**config.mk**
```make
export PLATFORM = sky130hd
export DESIGN_NAME = mem_stage_dmem_ctrl
export DESIGN_NICKNAME = d
export VERILOG_FILES = /design/src/rtl/mem_stage_dmem_ctrl.sv
export SDC_FILE = /design/constraint.sdc
export NUM_CORES = 1
export LEC_CHECK = 0
export BUFFER_PORTS_ARGS = -buffer_cell sky130_fd_sc_hd__buf_4
export CAP_MARGIN = 20
export CORE_ASPECT_RATIO = 1.5
export CORE_UTILIZATION = 45
export DETAILED_ROUTE_END_ITERATION = 10
export GPL_TIMING_DRIVEN = 0
export PLACE_DENSITY = 0.73
export SLEW_MARGIN = 20
export SYNTH_ARGS = -nofsm -noshare
export SYNTH_HDL_FRONTEND = slang
export SYNTH_SLANG_ARGS = --single-unit
```
**constraint.sdc**
```tcl
create_clock -name clk -period 2.85 [get_ports clk]
set_clock_uncertainty 0.05 [all_clocks]
set_input_delay 0.1425 -clock clk [delete_from_list [all_inputs] [get_ports clk]]
set_output_delay 0.1425 -clock clk [all_outputs]
set_load 0.05 [all_outputs]
```
**src/rtl/mem_stage_dmem_ctrl.sv**
```systemverilog
// Memory-stage data-memory controller: issues a held load/store handshake,
// stalls upstream until the response, and registers extended load data for MEM/WB.
module mem_stage_dmem_ctrl #(
  parameter int unsigned XLEN = 32
) (
  input  logic            clk,
  input  logic            rst,
  input  logic            req_valid,
  input  logic            req_read,
  input  logic            req_write,
  input  logic [XLEN-1:0] req_addr,
  input  logic [XLEN-1:0] req_wdata,
  input  logic [2:0]      req_funct3,
  input  logic [3:0]      req_load_sel,
  input  logic [4:0]      req_rd,
  output logic            dmem_read,
  output logic            dmem_write,
  output logic [XLEN-1:0] dmem_addr,
  output logic [XLEN-1:0] dmem_wdata,
  output logic [3:0]      dmem_mbe,
  input  logic [XLEN-1:0] dmem_rdata,
  input  logic            dmem_resp,
  output logic            mem_stall,
  output logic            wb_valid,
  output logic [4:0]      wb_rd,
  output logic [XLEN-1:0] wb_addr,
  output logic [XLEN-1:0] wb_load_data,
  output logic            wb_misaligned
);

  localparam logic [3:0] SEL_LW  = 4'b0011;
  localparam logic [3:0] SEL_LB  = 4'b0101;
  localparam logic [3:0] SEL_LBU = 4'b0110;
  localparam logic [3:0] SEL_LH  = 4'b0111;
  localparam logic [3:0] SEL_LHU = 4'b1000;

  typedef enum logic {IDLE, WAIT} state_t;

  state_t          state_q, state_d;
  logic            is_store, is_mem, misaligned, acc;
  logic            width_byte, width_half;
  logic [1:0]      off;
  logic [XLEN-1:0] st_wdata;
  logic [3:0]      st_mbe;

  logic [4:0]      rd_q;
  logic [XLEN-1:0] addr_q;
  logic [3:0]      sel_q;
  logic [1:0]      off_q;
  logic            load_q;
  logic [XLEN-1:0] ld_shift, ld_data;

  // Access decode; a store wins when read and write are both asserted.
  always_comb begin
    is_store   = req_write;
    is_mem     = req_read | req_write;
    off        = req_addr[1:0];
    width_byte = 1'b0;
    width_half = 1'b0;
    if (is_store) begin
      case (req_funct3)
        3'b000:  width_byte = 1'b1;
        3'b001:  width_half = 1'b1;
        default: ;
      endcase
    end else begin
      case (req_load_sel)
        SEL_LB, SEL_LBU: width_byte = 1'b1;
        SEL_LH, SEL_LHU: width_half = 1'b1;
        default:         ;
      endcase
    end
    if (width_byte)      misaligned = 1'b0;
    else if (width_half) misaligned = is_mem & off[0];
    else                 misaligned = is_mem & (off != 2'b00);
    acc = req_valid & is_mem & ~misaligned;

    if (width_byte) begin
      st_wdata = {4{req_wdata[7:0]}};
      st_mbe   = 4'b0001 << off;
    end else if (width_half) begin
      st_wdata = {2{req_wdata[15:0]}};
      st_mbe   = 4'b0011 << off;
    end else begin
      st_wdata = req_wdata;
      st_mbe   = 4'b1111;
    end
  end

  always_comb begin
    ld_shift = dmem_rdata >> {off_q, 3'b000};
    case (sel_q)
      SEL_LB:  ld_data = {{24{ld_shift[7]}}, ld_shift[7:0]};
      SEL_LBU: ld_data = {24'b0, ld_shift[7:0]};
      SEL_LH:  ld_data = {{16{ld_shift[15]}}, ld_shift[15:0]};
      SEL_LHU: ld_data = {16'b0, ld_shift[15:0]};
      default: ld_data = dmem_rdata;
    endcase
  end

  always_comb begin
    state_d   = state_q;
    mem_stall = 1'b0;
    case (state_q)
      IDLE: begin
        mem_stall = acc;
        if (acc) state_d = WAIT;
      end
      WAIT: begin
        mem_stall = ~dmem_resp;
        if (dmem_resp) state_d = IDLE;
      end
      default: state_d = IDLE;
    endcase
  end

  always_ff @(posedge clk) begin
    if (rst) begin
      state_q       <= IDLE;
      dmem_read     <= 1'b0;
      dmem_write    <= 1'b0;
      dmem_addr     <= '0;
      dmem_wdata    <= '0;
      dmem_mbe      <= '0;
      wb_valid      <= 1'b0;
      wb_rd         <= '0;
      wb_addr       <= '0;
      wb_load_data  <= '0;
      wb_misaligned <= 1'b0;
      rd_q          <= '0;
      addr_q        <= '0;
      sel_q         <= '0;
      off_q         <= '0;
      load_q        <= 1'b0;
    end else begin
      state_q <= state_d;
      case (state_q)
        IDLE: begin
          wb_valid      <= req_valid & ~acc;
          wb_misaligned <= req_valid & misaligned;
          if (req_valid & ~acc) begin
            wb_rd        <= req_rd;
            wb_addr      <= req_addr;
            wb_load_data <= '0;
          end
          if (acc) begin
            dmem_addr  <= {req_addr[XLEN-1:2], 2'b00};
            dmem_read  <= ~is_store;
            dmem_write <= is_store;
            dmem_wdata <= is_store ? st_wdata : '0;
            dmem_mbe   <= is_store ? st_mbe : 4'b0000;
            rd_q       <= req_rd;
            addr_q     <= req_addr;
            sel_q      <= req_load_sel;
            off_q      <= off;
            load_q     <= ~is_store;
          end
        end
        WAIT: begin
          wb_valid      <= dmem_resp;
          wb_misaligned <= 1'b0;
          if (dmem_resp) begin
            dmem_read    <= 1'b0;
            dmem_write   <= 1'b0;
            wb_rd        <= rd_q;
            wb_addr      <= addr_q;
            wb_load_data <= load_q ? ld_data : '0;
          end
        end
        default: ;
      endcase
    end
  end

endmodule

```
==> results.sh <==
export IMPL_worstSetupStartpointType="input port"
export IMPL_floorplan_io_pins=256
export IMPL_detail_route_wl_per_cell_um=17.0
export IMPL_grt_pass1_vias=7369
export IMPL_start_util_pct=46.3
export IMPL_yosys_warnings=0
export IMPL_critical_path_top_delay_family="buffers and inverters"
export IMPL_timing_final_crit_period_ps=2710
export IMPL_synth_area_um2=7010
export IMPL_rows=55
export IMPL_cts_buffer_depth=2
export IMPL_max_slew_margin_rel_pct=29.1
export IMPL_critical_path_cell_chain="dlygate4sd3_1, buf_4, xnor2_1, or4b_1, a31o_1, o21bai_2, buf_4, o21ai_0, buf_4"
export IMPL_layout_common_cells="sky130_fd_sc_hd__buf_4, sky130_fd_sc_hd__dfxtp_1, sky130_fd_sc_hd__nand2_1"
export IMPL_num_vias=7258
export IMPL_syn_to_final_growth_pct=50.9
export IMPL_report_final_hold_viol_count=0
export IMPL_synth_ff_latch_count=152
export IMPL_static_leakage_power_nw=4.53
export IMPL_drt_pre_antenna_iters=5
export IMPL_detailed_place_hpwl_um=16600
export IMPL_core_region_area_um2=15100
export IMPL_synth_edf_count=0
export IMPL_grt_util_all_layers_pct=29.1
export IMPL_fill_cells=1267
export IMPL_grt_overflow_total=0
export IMPL_timing_fmax_ghz=0.369
export IMPL_place_port_buffers=251
export IMPL_num_nets_final=1278
export IMPL_initial_antenna_violation_count=1
export IMPL_dieArea_um2=16100
export IMPL_max_slew_worst_pin_slew_ps=1060
export IMPL_critical_path_arrival_ps=2520
export IMPL_critical_path_endpoint_type="output pin"
export IMPL_viasPerCell=5.29
export IMPL_grt_first_pass_wirelength_um=37200
export IMPL_final_layout_setup_total_negative_slack_ps=0
export IMPL_place_gp_congestion=0.856
export IMPL_floorplan_die_height_um=155
export IMPL_asyncSetResetFlopFracSynth_pct=0
export IMPL_numCtsBuffers=17
export IMPL_totalWireLength_um=23400
export IMPL_crit_type="input port to output pin"
export IMPL_timing_critical_path_mode_cell="sky130_fd_sc_hd__buf_4"
export IMPL_critical_path_n_buffers_inverters=4
export IMPL_synth_yosys_seq_area_share_pct=43.4
export IMPL_max_vdd_ir_drop_uv=365
export IMPL_power_density_nw_per_um2=575
export IMPL_cap_violations=0
export IMPL_clock_sink_count=152
export IMPL_htree_num_levels=4
export IMPL_yosysTopAreaCellShare_pct=43.4
export IMPL_pin_count_of_the_biggest_net_entering_global_routing=17
export IMPL_post_place_cells=1260
export IMPL_synth_top_flop_cell="sky130_fd_sc_hd__dfxtp_1"
export IMPL_cp_slowest_stage_delay_ps=570
export IMPL_run_status="complete, no violations"
export IMPL_critical_path_max_fanout=5
export IMPL_final_common_cell="sky130_fd_sc_hd__buf_4"
export IMPL_source_to_sink_clock_delay_at_the_later_pin_of_the_worst_skew_pair_ps=430
export IMPL_finalCritPeriodShare_pct=95.1
export IMPL_cts_tree="done"
export IMPL_finish_cell_count_without_fillers=1373
export IMPL_post_route_drc_count=0
export IMPL_antenna_violating_nets_post_route=0
export IMPL_rsz0062_at_grt="false"
export IMPL_cts_clk_pin_slew_worst_paths_ps=70
export IMPL_yosysTopAreaCell="sky130_fd_sc_hd__dfxtp_1"
export IMPL_post_synth_main_area_contributors="sky130_fd_sc_hd__dfxtp_1, sky130_fd_sc_hd__mux2i_1, sky130_fd_sc_hd__nand2_1"
export IMPL_layout_drive_gt1_share_pct=29.9
export IMPL_maxSlewViolCount=0
export IMPL_clockRootBuffer="sky130_fd_sc_hd__clkbuf_16"
export IMPL_synth_cells=809
export IMPL_synth_lib_cells_used_distinct=43
export IMPL_die_width_um=104
export IMPL_worst_ep_required_time_ps=2660
export IMPL_first_iter_violations=292
export IMPL_highest_delay_cell_along_the_critical_path="sky130_fd_sc_hd__or4b_1"
export IMPL_timing_hold_worst_class="input port to flip-flop"
export IMPL_synth_area_per_cell_um2=8.66
export IMPL_setup_viol=0
## routing by layer
layer	GRT usage (%)	up-vias	wire (µm)
li1	-	3525	-
met1	31.0	3403	8780
met2	54.1	268	12300
met3	6.07	62	1390
met4	13.9	0	913
met5	0	-	0
## through the flow
step	setup WS, ps	hold slack, ps	total power, W	instance area [µm²]	utilization [%]
after floorplan	466	228	0.00321	7010	-
after global placement	132	349	0.00367	9140	60.4
after detailed placement	145	358	0.00368	9140	60.4
after CTS	10.7	3.42	0.00608	10600	69.7
after global routing	16.4	20.6	0.00629	10600	69.8
final	141	3.45	0.00608	10600	69.8
## worst reg2reg max path: cells and delay by family (launching register included)
| kind | cells | cell delay [ps] |
|---|---|---|
| simple gates | 3 | 1490 |
| buf+inv | 2 | 550 |
| flops | 1 | 300 |
| compound gates | 1 | 220 |
## state kept, by name (all words and copies together) (netlist names)
| register | count |
|---|---|
| addr_q | 32 |
| state_q | 1 |
| wb_misaligned | 1 |
| wb_valid | 1 |
| dmem_read | 1 |
| dmem_write | 1 |
| wb_load_data | 32 |
| wb_rd | 5 |
| dmem_wdata | 32 |
| wb_addr | 32 |
| sel_q | 4 |
| load_q | 1 |
| rd_q | 5 |
| dmem_mbe | 4 |
## cell families after synthesis
logic type,count (synthesis),synth area share (%)
adder cells (fa/ha/maj),4,0.714
buffers and inverters,111,8.70
AO/OA/AOI/OAI,226,21.4
multiplexers,72,10.4
XOR/XNOR,1,0.125
flip-flops,152,43.4
other,1,0.0535
AND/OR/NAND/NOR,242,15.1
## synthesized netlist by cell type, drive strengths merged (4+ instances only)
master,count
ha,4
nor3,37
a21o,7
a22o,17
a21oi,78
o2bb2ai,24
and2,4
nand2,111
clkbuf,44
a31oi,8
dfxtp,152
o21a,9
o21ai,27
buf,57
a211oi,45
mux2,9
inv,10
nand3,19
nor2b,6
mux2i,63
nor2,53
## where the power goes
part           internal, W  leakage, nW  switching (W)  total (W)
combinational     0.000556         2.99       0.000872    0.00143
clock              0.00136        0.294       0.000975    0.00234
sequential         0.00224         1.24      0.0000728    0.00231
total              0.00416         4.53        0.00192    0.00608
## final cells by class
class	instances	area [µm²]	share of cell area, %
multi-input combinational	547	3360	31.8
sequential	152	3040	28.8
timing repair buffer	333	2700	25.5
buffer	99	567	5.36
clock buffer	19	453	4.29
tap	199	249	2.36
clock inverter	13	156	1.48
inverter	10	37.5	0.355
antenna	1	2.50	0.0237
## what timing repair did
item / in CTS / in global routing
hold endpoints to repair: 78 / 0
buffers inserted: 0 / 2
hold buffers: 80 / 0
resized for setup: 0 / 3
endpoints found under the setup margin: 0 / 11
## path summary, 6_finish.rpt
check                              startpoint                            end  slack, ps  cells past startpoint
setup / recovery              req_load_sel[1]                      mem_stall        140                      9
hold / removal                  dmem_rdata[8]   wb_load_data[8]$_SDFFE_PP0P_          3                      3
hold reg to reg   dmem_wdata[15]$_SDFFE_PP0P_    dmem_wdata[15]$_SDFFE_PP0P_        400                      2
setup reg to reg           state_q$_SDFF_PP0_  wb_load_data[29]$_SDFFE_PP0P_        160                      6
Note: power is estimated with default switching activity, not from simulation.
